==> config.mk <==
export PLATFORM = sky130hd
export DESIGN_NAME = pdp11_insn_encoder
export DESIGN_NICKNAME = d
export VERILOG_FILES = /design/src/rtl/pdp11_insn_encoder.sv
export SDC_FILE = /design/constraint.sdc
export NUM_CORES = 1
export LEC_CHECK = 0
export ABC_AREA = 0
export CAP_MARGIN = 5
export CORE_MARGIN = 2
export CORE_UTILIZATION = 49
export DETAILED_ROUTE_END_ITERATION = 8
export HOLD_SLACK_MARGIN = 0.05
export PLACE_DENSITY = 0.85
export RECOVER_POWER = 50
export SYNTH_ARGS = -nofsm -noshare
export SYNTH_HDL_FRONTEND = slang
export SYNTH_SLANG_ARGS = --single-unit
==> constraint.sdc <==
create_clock -name clk -period 3.4 [get_ports clk]
set_input_delay 0.51 -clock clk [delete_from_list [all_inputs] [get_ports clk]]
set_output_delay 0.51 -clock clk [all_outputs]
set_load 0.05 [all_outputs]
==> src/rtl/pdp11_insn_encoder.sv <==
// PDP-11 instruction encoder: symbolic request in, 1-3 machine words out.
// Optional request checks are compiled in with PDP11_ENC_CHECK_EN.
module pdp11_insn_encoder #(
   parameter int WORD_SIZE = 16,
   parameter int MNEM_W    = 7
) (
   input  logic                 clk,
   input  logic                 reset,
   input  logic                 in_valid,
   output logic                 in_ready,
   input  logic [MNEM_W-1:0]    in_mnem,
   input  logic [2:0]           in_smod,
   input  logic [2:0]           in_sreg,
   input  logic [2:0]           in_dmod,
   input  logic [2:0]           in_dreg,
   input  logic [7:0]           in_ofst,
   input  logic [WORD_SIZE-1:0] in_src_ext,
   input  logic [WORD_SIZE-1:0] in_dst_ext,
   output logic                 out_valid,
   input  logic                 out_ready,
   output logic [WORD_SIZE-1:0] out_word,
   output logic [1:0]           out_kind,
   output logic                 out_last,
   output logic                 err
);

   typedef enum logic [1:0] {IDLE, OP, SRC, DST} state_t;

   state_t                 state_q, state_d;
   logic [WORD_SIZE-1:0]   opword_q, opword_d;
   logic [WORD_SIZE-1:0]   sext_q, sext_d;
   logic [WORD_SIZE-1:0]   dext_q, dext_d;
   logic                   nsrc_q, nsrc_d;
   logic                   ndst_q, ndst_d;
   logic                   err_q, err_d;

   logic [15:0] enc;
   logic [5:0]  ss, dd;
   logic [2:0]  n3;
   logic [4:0]  idx;
   logic        use_src, use_dst, jmp_like, known, reject;
   logic        need_src, need_dst;

   function automatic logic ext_needed(input logic [2:0] md,
                                       input logic [2:0] rg);
      return (md == 3'd6) || (md == 3'd7) ||
             ((rg == 3'd7) && ((md == 3'd2) || (md == 3'd3)));
   endfunction

   // Opcode word and operand usage for the request on the input port
   always_comb begin
      enc      = '0;
      use_src  = 1'b0;
      use_dst  = 1'b0;
      jmp_like = 1'b0;
      known    = 1'b1;
      ss       = {in_smod, in_sreg};
      dd       = {in_dmod, in_dreg};
      n3       = in_mnem[3:1] + 3'd1;
      idx      = 5'(in_mnem - 7'd29);
      if (in_mnem <= 7'd9) begin
         enc     = {in_mnem[0], n3, ss, dd};
         use_src = 1'b1;
         use_dst = 1'b1;
      end else if (in_mnem <= 7'd11) begin
         enc     = {in_mnem[0], 3'b110, ss, dd};
         use_src = 1'b1;
         use_dst = 1'b1;
      end else if (in_mnem <= 7'd26) begin
         case (in_mnem)
            7'd12:   enc = 16'o000400;
            7'd13:   enc = 16'o001000;
            7'd14:   enc = 16'o001400;
            7'd15:   enc = 16'o002000;
            7'd16:   enc = 16'o002400;
            7'd17:   enc = 16'o003000;
            7'd18:   enc = 16'o003400;
            7'd19:   enc = 16'o100000;
            7'd20:   enc = 16'o100400;
            7'd21:   enc = 16'o101000;
            7'd22:   enc = 16'o101400;
            7'd23:   enc = 16'o102000;
            7'd24:   enc = 16'o102400;
            7'd25:   enc = 16'o103000;
            default: enc = 16'o103400;
         endcase
         enc = enc | {8'd0, in_ofst};
      end else if (in_mnem == 7'd27) begin
         enc      = 16'o004000 | {7'd0, in_sreg, dd};
         use_dst  = 1'b1;
         jmp_like = 1'b1;
      end else if (in_mnem == 7'd28) begin
         enc = 16'o000200 | {13'd0, in_sreg};
      end else if (in_mnem <= 7'd52) begin
         enc = (16'o005000 + {6'd0, idx[4:1], 6'd0})
             | {idx[0], 9'd0, dd};
         use_dst = 1'b1;
      end else if (in_mnem == 7'd53) begin
         enc      = 16'o000100 | {10'd0, dd};
         use_dst  = 1'b1;
         jmp_like = 1'b1;
      end else if (in_mnem == 7'd54) begin
         enc     = 16'o000300 | {10'd0, dd};
         use_dst = 1'b1;
      end else if (in_mnem <= 7'd64) begin
         case (in_mnem)
            7'd55:   enc = 16'o000000;
            7'd56:   enc = 16'o000240;
            7'd57:   enc = 16'o000241;
            7'd58:   enc = 16'o000242;
            7'd59:   enc = 16'o000244;
            7'd60:   enc = 16'o000250;
            7'd61:   enc = 16'o000261;
            7'd62:   enc = 16'o000262;
            7'd63:   enc = 16'o000264;
            default: enc = 16'o000270;
         endcase
      end else begin
         known = 1'b0;
      end
      need_src = use_src && ext_needed(in_smod, in_sreg);
      need_dst = use_dst && ext_needed(in_dmod, in_dreg);
`ifdef PDP11_ENC_CHECK_EN
      reject = !known
             || (jmp_like && (in_dmod == 3'd0))
             || (use_src && (ss == 6'o77) && (in_src_ext == '0))
             || (use_dst && (dd == 6'o77) && (in_dst_ext == '0));
`else
      reject = !known || (jmp_like && 1'b0);
`endif
   end

   // Next-state: accept in IDLE, then walk OP/SRC/DST on each handshake
   always_comb begin
      state_d  = state_q;
      opword_d = opword_q;
      sext_d   = sext_q;
      dext_d   = dext_q;
      nsrc_d   = nsrc_q;
      ndst_d   = ndst_q;
      err_d    = 1'b0;
      unique case (state_q)
         IDLE: begin
            if (in_valid) begin
               if (reject) begin
                  err_d = 1'b1;
               end else begin
                  state_d  = OP;
                  opword_d = WORD_SIZE'(enc);
                  sext_d   = in_src_ext;
                  dext_d   = in_dst_ext;
                  nsrc_d   = need_src;
                  ndst_d   = need_dst;
               end
            end
         end
         OP: begin
            if (out_ready) begin
               if (nsrc_q)      state_d = SRC;
               else if (ndst_q) state_d = DST;
               else             state_d = IDLE;
            end
         end
         SRC: begin
            if (out_ready) state_d = ndst_q ? DST : IDLE;
         end
         default: begin
            if (out_ready) state_d = IDLE;
         end
      endcase
   end

   // State and latched request registers
   always_ff @(posedge clk) begin
      if (reset) begin
         state_q  <= IDLE;
         opword_q <= '0;
         sext_q   <= '0;
         dext_q   <= '0;
         nsrc_q   <= 1'b0;
         ndst_q   <= 1'b0;
         err_q    <= 1'b0;
      end else begin
         state_q  <= state_d;
         opword_q <= opword_d;
         sext_q   <= sext_d;
         dext_q   <= dext_d;
         nsrc_q   <= nsrc_d;
         ndst_q   <= ndst_d;
         err_q    <= err_d;
      end
   end

   // Output word selection; stable while stalled since state holds
   always_comb begin
      in_ready  = 1'b0;
      out_valid = 1'b0;
      out_word  = '0;
      out_kind  = 2'd0;
      out_last  = 1'b0;
      unique case (state_q)
         IDLE: in_ready = 1'b1;
         OP: begin
            out_valid = 1'b1;
            out_word  = opword_q;
            out_last  = !nsrc_q && !ndst_q;
         end
         SRC: begin
            out_valid = 1'b1;
            out_word  = sext_q;
            out_kind  = 2'd1;
            out_last  = !ndst_q;
         end
         default: begin
            out_valid = 1'b1;
            out_word  = dext_q;
            out_kind  = 2'd2;
            out_last  = 1'b1;
         end
      endcase
   end

   assign err = err_q;

endmodule

==> results by group, run 1 <==
Run status
  – Outcome: complete, no violations

Global route
  – GRT Total Usage: 25.93%
  – Number of global-route vias before repair: 3287
  – First-pass GRT wire length: ~15000 um
  – Largest net degree at the start of global routing: 55
  – Initial antenna violation count: 0
  – Grt ovf: 0

Drt
  – Via count: 3401
  – Vias/cell: 5.874
  – Post-DRT Antenna Nets: 0
  – Routed length per placed instance: roughly 16 um
  – Final wirelength: about 9500 um
  – DRC violations left: 0
  – Drt first pass iters: 5
  – DR iter-0 viols: 234

Timing
  – Endpoints failing setup: 0
  – Worst Skew: 7.261 ps
  – Tightest Pin Transition: 981.2 ps
  – Max transition margin: between 30 and 40%
  – TNS Setup: 0 ps
  – Hold Fails Final Rpt: 0
  – Final cycle utilization of the critical path: between 80 and 90%
  – Max Slew Vio Count: 0
  – Fin crit period: 2966 ps
  – Max Freq: 337.1 MHz
  – RSZ-0062 raised after global routing: no
  – Setup WS post-layout: 433.7 ps

Synthesis
  – Post-synth EDFFs: 0
  – Flops & latches, synth: 53
  – Mapped Cells: roughly 430
  – Asr flop ratio synth: 0%
  – Mapped Avg Cell Area: between 7 and 8 um^2
  – Top_reg_cell synth: dfxtp_1
  – Syn Nets: ~500
  – Sequential-to-total area share from yosys stat: 32.84%
  – Synth unique cells: 63
  – Mapped cell area: 0.003231 mm^2
  – YS warnings: 0

Critical path
  – CP Class: input port to flip-flop
  – Crit Reg-Reg Endpoint: opword_q[11]$_SDFFE_PP0P_
  – Worst Path Buf+Inv: 2
  – Crit Path Max Fanout: 15
  – WP data arrival: 3170 ps
  – Critical path required time: 3610 ps
  – Worst path slowest cell: o31ai_1
  – Top Family by Delay on Critical Path: simple AND/OR/NAND/NOR gates
  – FF-to-FF path depth: 6
  – Largest stage delay on the critical path: ~620 ps
  – CP Launch Type: input port
  – Setup crit end kind: flip-flop
  – RR Startpoint: state_q[0]$_SDFFE_PP0P_
  – R2R Setup Slk: 1230 ps
  – Critical path cell sequence: clkdlybuf4s50_1, or4_4, o31ai_1, and2b_1, clkbuf_2, nor2_1, a211oi_1

CTS
  – Clock transition at path regs: 90 ps
  – Root Driver: clkbuf_8
  – CTS hold repair buffers: 0
  – Clock Path Buffers: 2
  – Worst-skew pair later-pin latency: ~300 ps
  – CTS Buf Count: 5
  – H-tree levels: 2
  – CTS tree: done
  – Post-CTS sizing: 0
  – Post-CTS setup buffers: 0
  – Sink Count: 53

Pwr
  – Final Total Pwr: 1.429 mW
  – Internal power: 1.026 mW
  – Switch share: about 28%
  – Leakage power: 1.594 nW
  – Power Density: around 330 mW/mm^2
  – Clock Power Share: 28.9%
  – Part of the power in registers: 47.1%
  – Psw: 402.6 uW
  – Comb pwr share: 24.0%
  – Max IR drop VDD: 0.2368 mV

Placed design
  – Final GP Congestion: 0.9258
  – PortBufs: 84
  – Pre-CTS WS: a little under 300 ps
  – HPWL Detailed: 7072 um
  – Area post-placement: around 0.0043 mm^2

Finish
  – Fillers: between 500 and 600
  – Share of cells above drive strength 1: 9.562%
  – Multi-input logic area: 0.001964 mm^2
  – Layout overhead on the synthesized area: 35.13%
  – ANT cells: 0
  – Register area: 0.001061 mm^2
  – Final net count: 577
  – Final Instance Area: 0.004365 mm^2

Min path
  – WHS Path Cells: 2
  – Worst hold endpoint: sext_q[12]$_SDFFE_PP0P_
  – Worst Hold Class: flip-flop to flip-flop
  – Min-delay src: sext_q[12]$_SDFFE_PP0P_

Floorplanning
  – Core area: 0.006350 mm^2
  – Initial core utilization: 50.88%
  – Die Wd: approximately 85 um
  – Die area: 0.007258 mm^2
  – Die Ht: 85.20 um
  – # rows: 29
  – # IOs: between 80 and 90

Flow run
  – Max_cap viols: 0
==> routing by layer <==
layer,global-route usage (%),vias to the layer above,wire length (um)
li1,-,1666,-
met1,33.96,1580,4179
met2,43.68,133,4566
met3,3.696,22,505
met4,9.091,0,213
met5,0,-,0
==> synthesized netlist by cell type, types with 4 or more instances <==
| library cell | instances | area [um^2] |
|---|---|---|
| a21oi_1 | 51 | 255.2 |
| buf_1 | 6 | 22.52 |
| ha_1 | 12 | 150.1 |
| nor3_1 | 8 | 40.04 |
| nand3b_1 | 4 | 30.03 |
| inv_1 | 11 | 41.29 |
| nand2b_1 | 6 | 37.54 |
| buf_2 | 6 | 30.03 |
| nand3_1 | 6 | 30.03 |
| clkbuf_1 | 16 | 60.06 |
| dfxtp_1 | 53 | 1061 |
| nor2_1 | 25 | 93.84 |
| a211oi_1 | 6 | 45.04 |
| a221oi_1 | 6 | 52.55 |
| o21ai_0 | 27 | 135.1 |
| nor2b_1 | 5 | 31.28 |
| mux2i_1 | 15 | 150.1 |
| nand2_1 | 96 | 360.4 |
==> worst min-delay path, stage by stage, from the launching register on <==
cell and delay [ps]:
dfxtp_1 320, nand2_1 50, a21oi_1 50
==> worst max path at each step <==
stage                                  startpoint                        end  slack, ps  cells after the start
final                                  in_mnem[2]  opword_q[11]$_SDFFE_PP0P_        430                      7
after global routing                   in_mnem[2]   opword_q[6]$_SDFFE_PP0P_        230                      8
after CTS                 state_q[0]$_SDFFE_PP0P_                   out_last        500                      4
after detailed placement               in_mnem[0]   opword_q[1]$_SDFFE_PP0P_        300                      9
after global placement                 in_mnem[0]   opword_q[1]$_SDFFE_PP0P_        340                      9
after floorplan           state_q[0]$_SDFFE_PP0P_                out_word[0]        450                      4
==> power by group through the flow <==
stage / clock network (mW) / logic (mW) / registers, mW
3_3_place_gp: 0 / 0.335 / 0.684
4_1_cts: 0.415 / 0.341 / 0.672
3_5_place_dp: 0 / 0.340 / 0.687
5_1_grt: 0.442 / 0.372 / 0.676
6_report: 0.413 / 0.343 / 0.673
2_1_floorplan: 0 / 0.198 / 0.679
==> layout make-up <==
| class | instances | share of cell area [%] |
|---|---|---|
| multi-input cells | 333 | 45.00 |
| repair buffers | 98 | 25.16 |
| flip-flops and latches | 53 | 24.30 |
| well taps | 77 | 2.207 |
| clock buffers | 5 | 1.576 |
| inverters | 11 | 0.9458 |
| clock inverters | 2 | 0.8025 |
==> sequential cells by signal, indices dropped and copies added (netlist names) <==
signal	flops
nsrc_q	1
opword_q	16
ndst_q	1
sext_q	16
dext_q	16
err	1
state_q	2
==> through the flow <==
stage / util, % / std cells / hold slack [ps]
detailed placement: 67.37 / 572 / 446.3
global route: 68.75 / 579 / 476.5
CTS: 69.00 / 579 / 459.5
floorplan: - / 429 / 432.2
global placement: 67.37 / 572 / 439.4
finish: 68.75 / 579 / 460.4
==> cell families after synthesis <==
logic type	share of synthesized area [%]
flops	32.84
simple gates	24.09
compound gates	26.68
xor+xnor	0.8135
buf+inv	5.926
fa+ha+maj	4.647
mux	4.996
==> cell usage in the layout, fill, tap and decap left out, types with 3 or more instances in the layout <==
master,Yosys,layout
and3b_1,3,3
nor2b_1,5,5
a211oi_1,6,6
buf_12,0,16
a221oi_1,6,6
o211ai_1,3,3
ha_1,12,12
nor4_1,3,3
o21ai_0,27,27
o2111ai_1,3,3
a21oi_1,51,51
and2_1,3,3
nor2_1,25,25
a31o_2,3,3
dfxtp_1,53,53
inv_1,11,11
o31ai_1,2,3
nand3_1,6,6
buf_4,2,13
clkbuf_8,0,5
nand3b_1,4,4
nand2_1,96,96
nand2b_1,6,6
nor3_1,8,8
mux2i_1,15,15
clkdlybuf4s50_1,0,66
(Power assumes the default switching activity.)
==> inputs of run 2 (changes only) <==
--- a/config.mk
+++ b/config.mk
@@ -6,13 +6,13 @@
 export NUM_CORES = 1
 export LEC_CHECK = 0
 export ABC_AREA = 0
-export CAP_MARGIN = 5
 export CORE_MARGIN = 2
 export CORE_UTILIZATION = 49
 export DETAILED_ROUTE_END_ITERATION = 8
 export HOLD_SLACK_MARGIN = 0.05
 export PLACE_DENSITY = 0.85
 export RECOVER_POWER = 50
+export SLEW_MARGIN = 15
 export SYNTH_ARGS = -nofsm -noshare
 export SYNTH_HDL_FRONTEND = slang
 export SYNTH_SLANG_ARGS = --single-unit
==> results of run 2 <==
No change in the layout: final DEF, timing and power equal those of run 1.
